===== src/rtl/regfile_pkg.sv =====
// rtl/regfile_pkg.sv - shared widths, register-address type and write-back grant encoding
package regfile_pkg;

    localparam int XLEN  = 32;
    localparam int NREGS = 32;

    typedef logic [4:0] reg_addr_t;

    typedef enum logic {
        GRANT_ALU = 1'b0,
        GRANT_LSU = 1'b1
    } grant_t;

endpackage


===== src/rtl/wb_scoreboard.sv =====
// rtl/wb_scoreboard.sv - per-register busy bits with issue set, write-back clear, flush and hazard query
module wb_scoreboard #(
    parameter int NREGS = regfile_pkg::NREGS
) (
    input  logic             clk,
    input  logic             rst_n,
    input  logic             set_en,
    input  logic [4:0]       set_idx,
    input  logic             clr_en,
    input  logic [4:0]       clr_idx,
    input  logic             flush,
    input  logic [4:0]       rs1,
    input  logic [4:0]       rs2,
    input  logic [4:0]       rd,
    output logic [NREGS-1:0] busy,
    output logic             hazard
);
    import regfile_pkg::*;

    logic [NREGS-1:0] busy_q;
    logic [NREGS-1:0] busy_d;

    always_comb begin
        busy_d = busy_q;
        if (flush) begin
            busy_d = '0;
        end else begin
            if (clr_en) begin
                busy_d[clr_idx] = 1'b0;
            end
            // Applied after the clear so a same-edge set/clear of one index leaves it busy.
            if (set_en) begin
                busy_d[set_idx] = 1'b1;
            end
        end
        // x0 is never tracked, so it can never block an issue.
        busy_d[0] = 1'b0;
    end

    always_ff @(posedge clk or negedge rst_n) begin
        if (!rst_n) begin
            busy_q <= '0;
        end else begin
            busy_q <= busy_d;
        end
    end

    // Registered state only: a write-back landing this cycle does not unblock until next cycle.
    assign hazard = busy_q[rs1] | busy_q[rs2] | busy_q[rd];
    assign busy   = busy_q;

endmodule


===== src/rtl/regfile_wb_scheduler.sv =====
// rtl/regfile_wb_scheduler.sv - ALU/LSU write-back arbiter and register-file write drive; scoreboard enabled by REGFILE_WB_SCOREBOARD_EN
module regfile_wb_scheduler #(
    parameter int XLEN  = regfile_pkg::XLEN,
    parameter int NREGS = regfile_pkg::NREGS
) (
    input  logic             clk,
    input  logic             rst_n,
    input  logic             alu_valid,
    output logic             alu_ready,
    input  logic [4:0]       alu_rd,
    input  logic [XLEN-1:0]  alu_data,
    input  logic             lsu_valid,
    output logic             lsu_ready,
    input  logic [4:0]       lsu_rd,
    input  logic [XLEN-1:0]  lsu_data,
    output logic             w_enable,
    output logic [4:0]       w_address,
    output logic [XLEN-1:0]  w_data,
    input  logic             iss_valid,
    output logic             iss_ready,
    input  logic [4:0]       iss_rd,
    input  logic [4:0]       iss_rs1,
    input  logic [4:0]       iss_rs2,
    input  logic             flush,
    output logic [NREGS-1:0] busy
);
    import regfile_pkg::*;

    grant_t          last_grant_q;
    grant_t          last_grant_d;
    logic            w_enable_q;
    logic            w_enable_d;
    reg_addr_t       w_address_q;
    reg_addr_t       w_address_d;
    logic [XLEN-1:0] w_data_q;
    logic [XLEN-1:0] w_data_d;
    logic            alu_acc;
    logic            lsu_acc;

    // On a tie the source that did not win last time gets the slot.
    always_comb begin
        alu_ready = alu_valid && (!lsu_valid || (last_grant_q == GRANT_LSU));
        lsu_ready = lsu_valid && (!alu_valid || (last_grant_q == GRANT_ALU));
    end

    assign alu_acc = alu_valid && alu_ready;
    assign lsu_acc = lsu_valid && lsu_ready;

    // An accepted x0 write still rotates the grant but never reaches the write port.
    always_comb begin
        last_grant_d = last_grant_q;
        w_enable_d   = 1'b0;
        w_address_d  = w_address_q;
        w_data_d     = w_data_q;
        if (alu_acc) begin
            last_grant_d = GRANT_ALU;
            if (alu_rd != 5'd0) begin
                w_enable_d  = 1'b1;
                w_address_d = alu_rd;
                w_data_d    = alu_data;
            end
        end else if (lsu_acc) begin
            last_grant_d = GRANT_LSU;
            if (lsu_rd != 5'd0) begin
                w_enable_d  = 1'b1;
                w_address_d = lsu_rd;
                w_data_d    = lsu_data;
            end
        end
    end

    always_ff @(posedge clk or negedge rst_n) begin
        if (!rst_n) begin
            last_grant_q <= GRANT_LSU;
            w_enable_q   <= 1'b0;
            w_address_q  <= '0;
            w_data_q     <= '0;
        end else begin
            last_grant_q <= last_grant_d;
            w_enable_q   <= w_enable_d;
            w_address_q  <= w_address_d;
            w_data_q     <= w_data_d;
        end
    end

    assign w_enable  = w_enable_q;
    assign w_address = w_address_q;
    assign w_data    = w_data_q;

`ifdef REGFILE_WB_SCOREBOARD_EN
    logic hazard;
    logic iss_set;

    assign iss_ready = !flush && !hazard;
    assign iss_set   = iss_valid && iss_ready && (iss_rd != 5'd0);

    wb_scoreboard #(
        .NREGS (NREGS)
    ) u_wb_scoreboard (
        .clk     (clk),
        .rst_n   (rst_n),
        .set_en  (iss_set),
        .set_idx (iss_rd),
        .clr_en  (w_enable_q),
        .clr_idx (w_address_q),
        .flush   (flush),
        .rs1     (iss_rs1),
        .rs2     (iss_rs2),
        .rd      (iss_rd),
        .busy    (busy),
        .hazard  (hazard)
    );
`else
    logic unused_iss;

    assign busy       = '0;
    assign iss_ready  = !flush;
    assign unused_iss = ^{iss_valid, iss_rd, iss_rs1, iss_rs2};
`endif

endmodule


===== config.mk =====
export PLATFORM = sky130hd
export DESIGN_NAME = regfile_wb_scheduler
export DESIGN_NICKNAME = d
export VERILOG_FILES = /design/src/rtl/regfile_pkg.sv /design/src/rtl/wb_scoreboard.sv /design/src/rtl/regfile_wb_scheduler.sv
export SDC_FILE = /design/constraint.sdc
export NUM_CORES = 1
export LEC_CHECK = 0
export CAP_MARGIN = 20
export CORE_MARGIN = 4
export CORE_UTILIZATION = 34
export CTS_CLUSTER_SIZE = 30
export DETAILED_ROUTE_END_ITERATION = 6
export PLACE_DENSITY_LB_ADDON = 0.2
export SLEW_MARGIN = 20
export SYNTH_ARGS = -nofsm -noshare
export SYNTH_HDL_FRONTEND = slang
export SYNTH_SLANG_ARGS = --single-unit
export TNS_END_PERCENT = 100

===== constraint.sdc =====
create_clock -name clk -period 2 [get_ports clk]
set_input_delay 0.4 -clock clk [delete_from_list [all_inputs] [get_ports clk]]
set_output_delay 0.4 -clock clk [all_outputs]
set_load 0.02 [all_outputs]

Yosys cells after proc, flatten, opt, wreduce, memory -nomap -nowiden:

Cells that the tools add are included.

* register bits: 39
* input bits: 95
* output and inout port bits: 73
* word-level logic and storage cells: 34

* equal/unequal tests: 1
* mux-type cells: 14
* bitwise gates (word level): 1
* reduce and logical (&&, ||, !) cells: 14

Operators with widths (count)
* $mux 32: 4
* $mux 5: 4
* $reduce_bool 5->1: 2
* $mux 1: 6
* $logic_and 1x1->1: 4
* $reduce_bool 2->1: 2
* $logic_not 1->1: 3
* $reduce_and 3->1: 1
* $logic_or 1x1->1: 2
* $ne 2x1->1 const B: 1
* $not 1->1: 1

Logic depth before layout (Yosys ltp):

* depth in word-level cells: 6
* mapped depth: 6

Worst setup path after synthesis:

OpenSTA, ideal clock, no wires.

* path kind: input to register
* start point: in lsu_valid
* end point: reg w_address_q[0] (netlist: w_address[0])
* arrival time: 1849 ps
* required time: 1875 ps
* setup slack: 26 ps
* stages on the path: 6
* buffers on the path: 2
* path through: a21boi_0 > o21ai_1 > o21ai_1 > buf_6 > buf_6 > mux2_4

* cells in the longest elaborated chain, start to end: 6
* elaborated cells on any way between the ends: 11
* classes of those cells: eq/ne: 1; mux: 1; reduce/logical: 9

Ends and longest elaborated chain
* start: declaration: RTL line regfile_wb_scheduler.sv:12 `input logic lsu_valid,`
* $logic_not 1->1: RTL line regfile_wb_scheduler.sv:42 `alu_ready = alu_valid && (!lsu_valid || (last_grant_q == GRANT_LSU));`
* $logic_or 1x1->1: RTL line regfile_wb_scheduler.sv:42
* $logic_and 1x1->1: RTL line regfile_wb_scheduler.sv:42
* $logic_and 1x1->1: RTL line regfile_wb_scheduler.sv:46 `assign alu_acc = alu_valid && alu_ready;`
* $ne 2x1->1 (no line) / $reduce_bool 2->1 (equally long branches)
* $reduce_and 3->1 (no line)
* end signal: assignment: RTL line regfile_wb_scheduler.sv:81 `w_address_q <= w_address_d;`
* end: declaration: RTL line regfile_wb_scheduler.sv:33 `reg_addr_t w_address_q;`

Parallel ways exist; a longest one is shown, timed or not.
A chain may end at the register's enable or synchronous reset.

Worst setup path after layout:

* start point: in lsu_rd[3]
* end point: reg w_data_q[6] (netlist: w_data[6])

* cells in the longest elaborated chain, start to end: 3

Ends and longest elaborated chain
* start: declaration: RTL line regfile_wb_scheduler.sv:14 `input logic [4:0] lsu_rd,`
* $reduce_bool 5->1: RTL line regfile_wb_scheduler.sv:64 `if (lsu_rd != 5'd0) begin`
* $reduce_bool 2->1 (no line)
* $reduce_and 3->1 (no line)
* end signal: assignment: RTL line regfile_wb_scheduler.sv:82 `w_data_q <= w_data_d;`
* end: declaration: RTL line regfile_wb_scheduler.sv:35 `logic [XLEN-1:0] w_data_q;`

No other way between the ends.

==> results.py <==
metrics = {
    "clock_tree": {
        "cts_num_sinks": 39,
        "cts.reportedPaths.clkPinSlew_ns": 0.08,
        "htree_levels": 2,
        "tritoncts_clock_tree": "done",
        "cts_buffers": 5,
        "worstSkewPairLatency_ns": 0.29,
        "largest_buffer_count_on_any_clock_path": 2,
        "cts_root_buf": "sky130_fd_sc_hd__clkbuf_8",
        "cts_setup_buffers": 0,
    },
    "global_routing": {
        "grt_overflow_total": 0,
        "grt_start_max_net_pins": 25,
        "antenna_found_initial": 0,
        "first_global_vias": 1661,
        "grt_usage_pct": 13.5,
        "grt_pass1_wl_um": 8090,
    },
    "route": {
        "wirelength_um": 5370,
        "drt-vias-per-instance": 4.35,
        "drc": 0,
        "route.antenna.remaining_nets": 0,
        "dr.pass1.iters": 4,
        "detailedRoute.firstIterationViolations": 21,
        "wire_per_inst_um": 14.5,
        "via_count": 1605,
    },
    "min_path": {
        "min_path_type": "primary input to async pin",
    },
    "critical_path": {
        "cp.arrival_ns": 2.13,
        "crit_fanout": 24,
        "reg2regPathDepth": 6,
        "criticalPathCategory": "primary input to flop",
        "critical_path_required_ns": 2.18,
        "worst_setup_path_start_kind": "primary input",
        "worstSetupEndpointType": "flop",
    },
    "synthesis": {
        "mapped_avg_cell_area_um2": 13.5,
        "synth-async-reset-ratio_pct": 100,
        "synthesis.instances": 166,
        "yosys_warnings": 0,
        "ys_ff_latch": 39,
        "post_synth_num_cell_types": 17,
        "synth_area_um2": 2250,
        "synth_top_flop_cell": "sky130_fd_sc_hd__dfrtp_1",
        "ys_seq_area_share_pct": 43.5,
        "number_of_enable_flip_flop_cells_after_synthesis": 0,
    },
    "timing": {
        "setup_violations": 0,
        "timing.clock.skew_ns": 0.00329,
        "rsz0062_at_grt": "false",
        "report.final.slew_viol_count": 0,
        "final.min_clock_period_ns": 1.95,
        "period_utilisation_layout_pct": 97.4,
        "setup_tns_ns": 0,
        "finalHoldViolations": 0,
        "fmax_mhz": 513,
        "layout_setup_ws_ns": 0.0510,
    },
    "power_and_ir_drop": {
        "p_leak_nw": 1.56,
        "power.density_cell_area_nw_per_um2": 786,
        "vdd_ir_drop_max_mv": 0.413,
        "power.total_mw": 2.83,
    },
    "die": {
        "floorplan.core_area_um2": 6390,
        "initial_core_util_pct": 35.2,
        "rows": 29,
        "design.portCount": 168,
        "die-area_um2": 7970,
        "die_h_um": 89.3,
        "die_width_um": 89.3,
    },
    "job": {
        "reported_max_cap_violation_count": 0,
    },
    "layout": {
        "final_layout_size_suffix_gt1_share_pct": 33.2,
        "fillers": 570,
        "antenna-diode-count": 0,
        "finalNetCount": 386,
        "area_growth_pct": 60.2,
    },
    "placement": {
        "placement.setup.worst_slack_ns": -0.335,
        "hpwl_after_detailed_placement_um": 4300,
        "port-buffer-count": 119,
        "globalplace.congestion": 0.675,
    },
    "outcome": {
        "outcome": "finished, final reports clean",
    },
}
## cells in the mapped netlist (2+ instances only)
library cell | count | share of area, %
sky130_fd_sc_hd__o21ai_1 | 2 | 0.45
sky130_fd_sc_hd__buf_2 | 4 | 0.89
sky130_fd_sc_hd__mux2_4 | 19 | 13
sky130_fd_sc_hd__buf_6 | 3 | 1.5
sky130_fd_sc_hd__buf_4 | 32 | 11
sky130_fd_sc_hd__inv_1 | 3 | 0.50
sky130_fd_sc_hd__mux2_2 | 55 | 28
sky130_fd_sc_hd__or4_1 | 2 | 0.67
sky130_fd_sc_hd__dfrtp_1 | 38 | 42
## power by group
group | total, mW | internal, mW | switching [mW]
Combinational | 1.13 | 0.649 | 0.482
Clock | 0.686 | 0.404 | 0.282
Sequential | 1.01 | 0.934 | 0.0767
Total | 2.83 | 1.99 | 0.842
## sequential cells by signal, summed over array words and instances (netlist names)
register and cells:
last_grant_q 1, w_address 5, w_data 32, w_enable 1
## repair_timing
action	in CTS	in global routing
pin swaps	0	0
cloned	0	0
hold buffers	0	0
setup endpoints to repair	8	39
hold endpoints to repair	0	0
gates resized for setup	2	8
## metal layers
metal  up-vias  wire length (um)  track usage, %
li1        761                 -               -
met1       749              2090            15.6
met2        88              2620            23.0
met3         7               589            4.88
met4         0                60            4.87
met5         -                 0               0
## final timing paths
path / slack, ns / to / start
max in group asynchronous: 1.45 / w_data[13]$_DFFE_PN0P_ / rst_n
hold reg to reg: 0.49 / last_grant_q$_DFFE_PN1P_ / last_grant_q$_DFFE_PN1P_
hold / removal: 0.06 / w_data[15]$_DFFE_PN0P_ / rst_n
setup / recovery: 0.05 / w_data[6]$_DFFE_PN0P_ / lsu_rd[3]
min in group clk: 0.49 / last_grant_q$_DFFE_PN1P_ / last_grant_q$_DFFE_PN1P_
setup reg to reg: 0.16 / w_data[13]$_DFFE_PN0P_ / last_grant_q$_DFFE_PN1P_
## placed cells by master, fill, tap and decap left out
cell type                           n
sky130_fd_sc_hd__buf_2              1
sky130_fd_sc_hd__dlygate4sd2_1      1
sky130_fd_sc_hd__buf_6              1
sky130_fd_sc_hd__clkbuf_8           6
sky130_fd_sc_hd__conb_1            32
sky130_fd_sc_hd__o21ai_0            1
sky130_fd_sc_hd__clkdlybuf4s50_1  116
sky130_fd_sc_hd__inv_1              3
sky130_fd_sc_hd__a21boi_1           1
sky130_fd_sc_hd__clkinv_2           1
sky130_fd_sc_hd__or4_4              1
sky130_fd_sc_hd__dfrtp_1           38
sky130_fd_sc_hd__nor2_4             1
sky130_fd_sc_hd__or4_1              1
sky130_fd_sc_hd__mux2_2            55
sky130_fd_sc_hd__buf_4              4
sky130_fd_sc_hd__clkdlybuf4s15_1    1
sky130_fd_sc_hd__dfstp_2            1
sky130_fd_sc_hd__bufinv_16          1
sky130_fd_sc_hd__o21ai_4            1
sky130_fd_sc_hd__nand2b_1           1
sky130_fd_sc_hd__buf_12             3
sky130_fd_sc_hd__o21ai_2            1
sky130_fd_sc_hd__mux2_4            19
sky130_fd_sc_hd__nand2_4            1
## through the flow
| stage | utilization [%] | cells | area, um2 | hold WS, ns |
|---|---|---|---|---|
| finish | 56.3 | 369 | 3600 | 0.0637 |
| global route | 56.3 | 369 | 3600 | 0.101 |
| global placement | 54.2 | 361 | 3460 | 0.390 |
| detailed placement | 54.2 | 361 | 3460 | 0.391 |
| floorplan | - | 197 | 2360 | 0.104 |
| CTS | 56.0 | 369 | 3570 | 0.0712 |
## cell type report
| class | count | area (um2) | area share (%) |
|---|---|---|---|
| Clock buffer | 6 | 82.6 | 2.29 |
| Clock inverter | 2 | 35.0 | 0.974 |
| Inverter | 3 | 11.3 | 0.313 |
| Multi-Input combinational cell | 115 | 1110 | 30.8 |
| Sequential cell | 39 | 977 | 27.2 |
| Tap cell | 77 | 96.3 | 2.68 |
| Timing Repair Buffer | 127 | 1290 | 35.7 |
## worst max-delay path, cell delays in order
cell and delay [ns]:
sky130_fd_sc_hd__clkdlybuf4s50_1 0.41, sky130_fd_sc_hd__or4_1 0.54, sky130_fd_sc_hd__o21ai_2 0.18, sky130_fd_sc_hd__o21ai_4 0.10, sky130_fd_sc_hd__buf_12 0.17, sky130_fd_sc_hd__mux2_4 0.31
## kinds of logic (layout without fill, tap and decap cells)
kind of cell           after synthesis  count (layout)  synth area share, %
other                                1              32                0.167
AOI/OAI and AO/OA                    4               4                 1.00
muxes                               74              74                 40.3
and+or+nand+nor                      5               5                 1.28
buffers and inverters               43             138                 13.8
DFF                                 39              39                 43.5
Note: power is estimated with default switching activity, not from simulation.
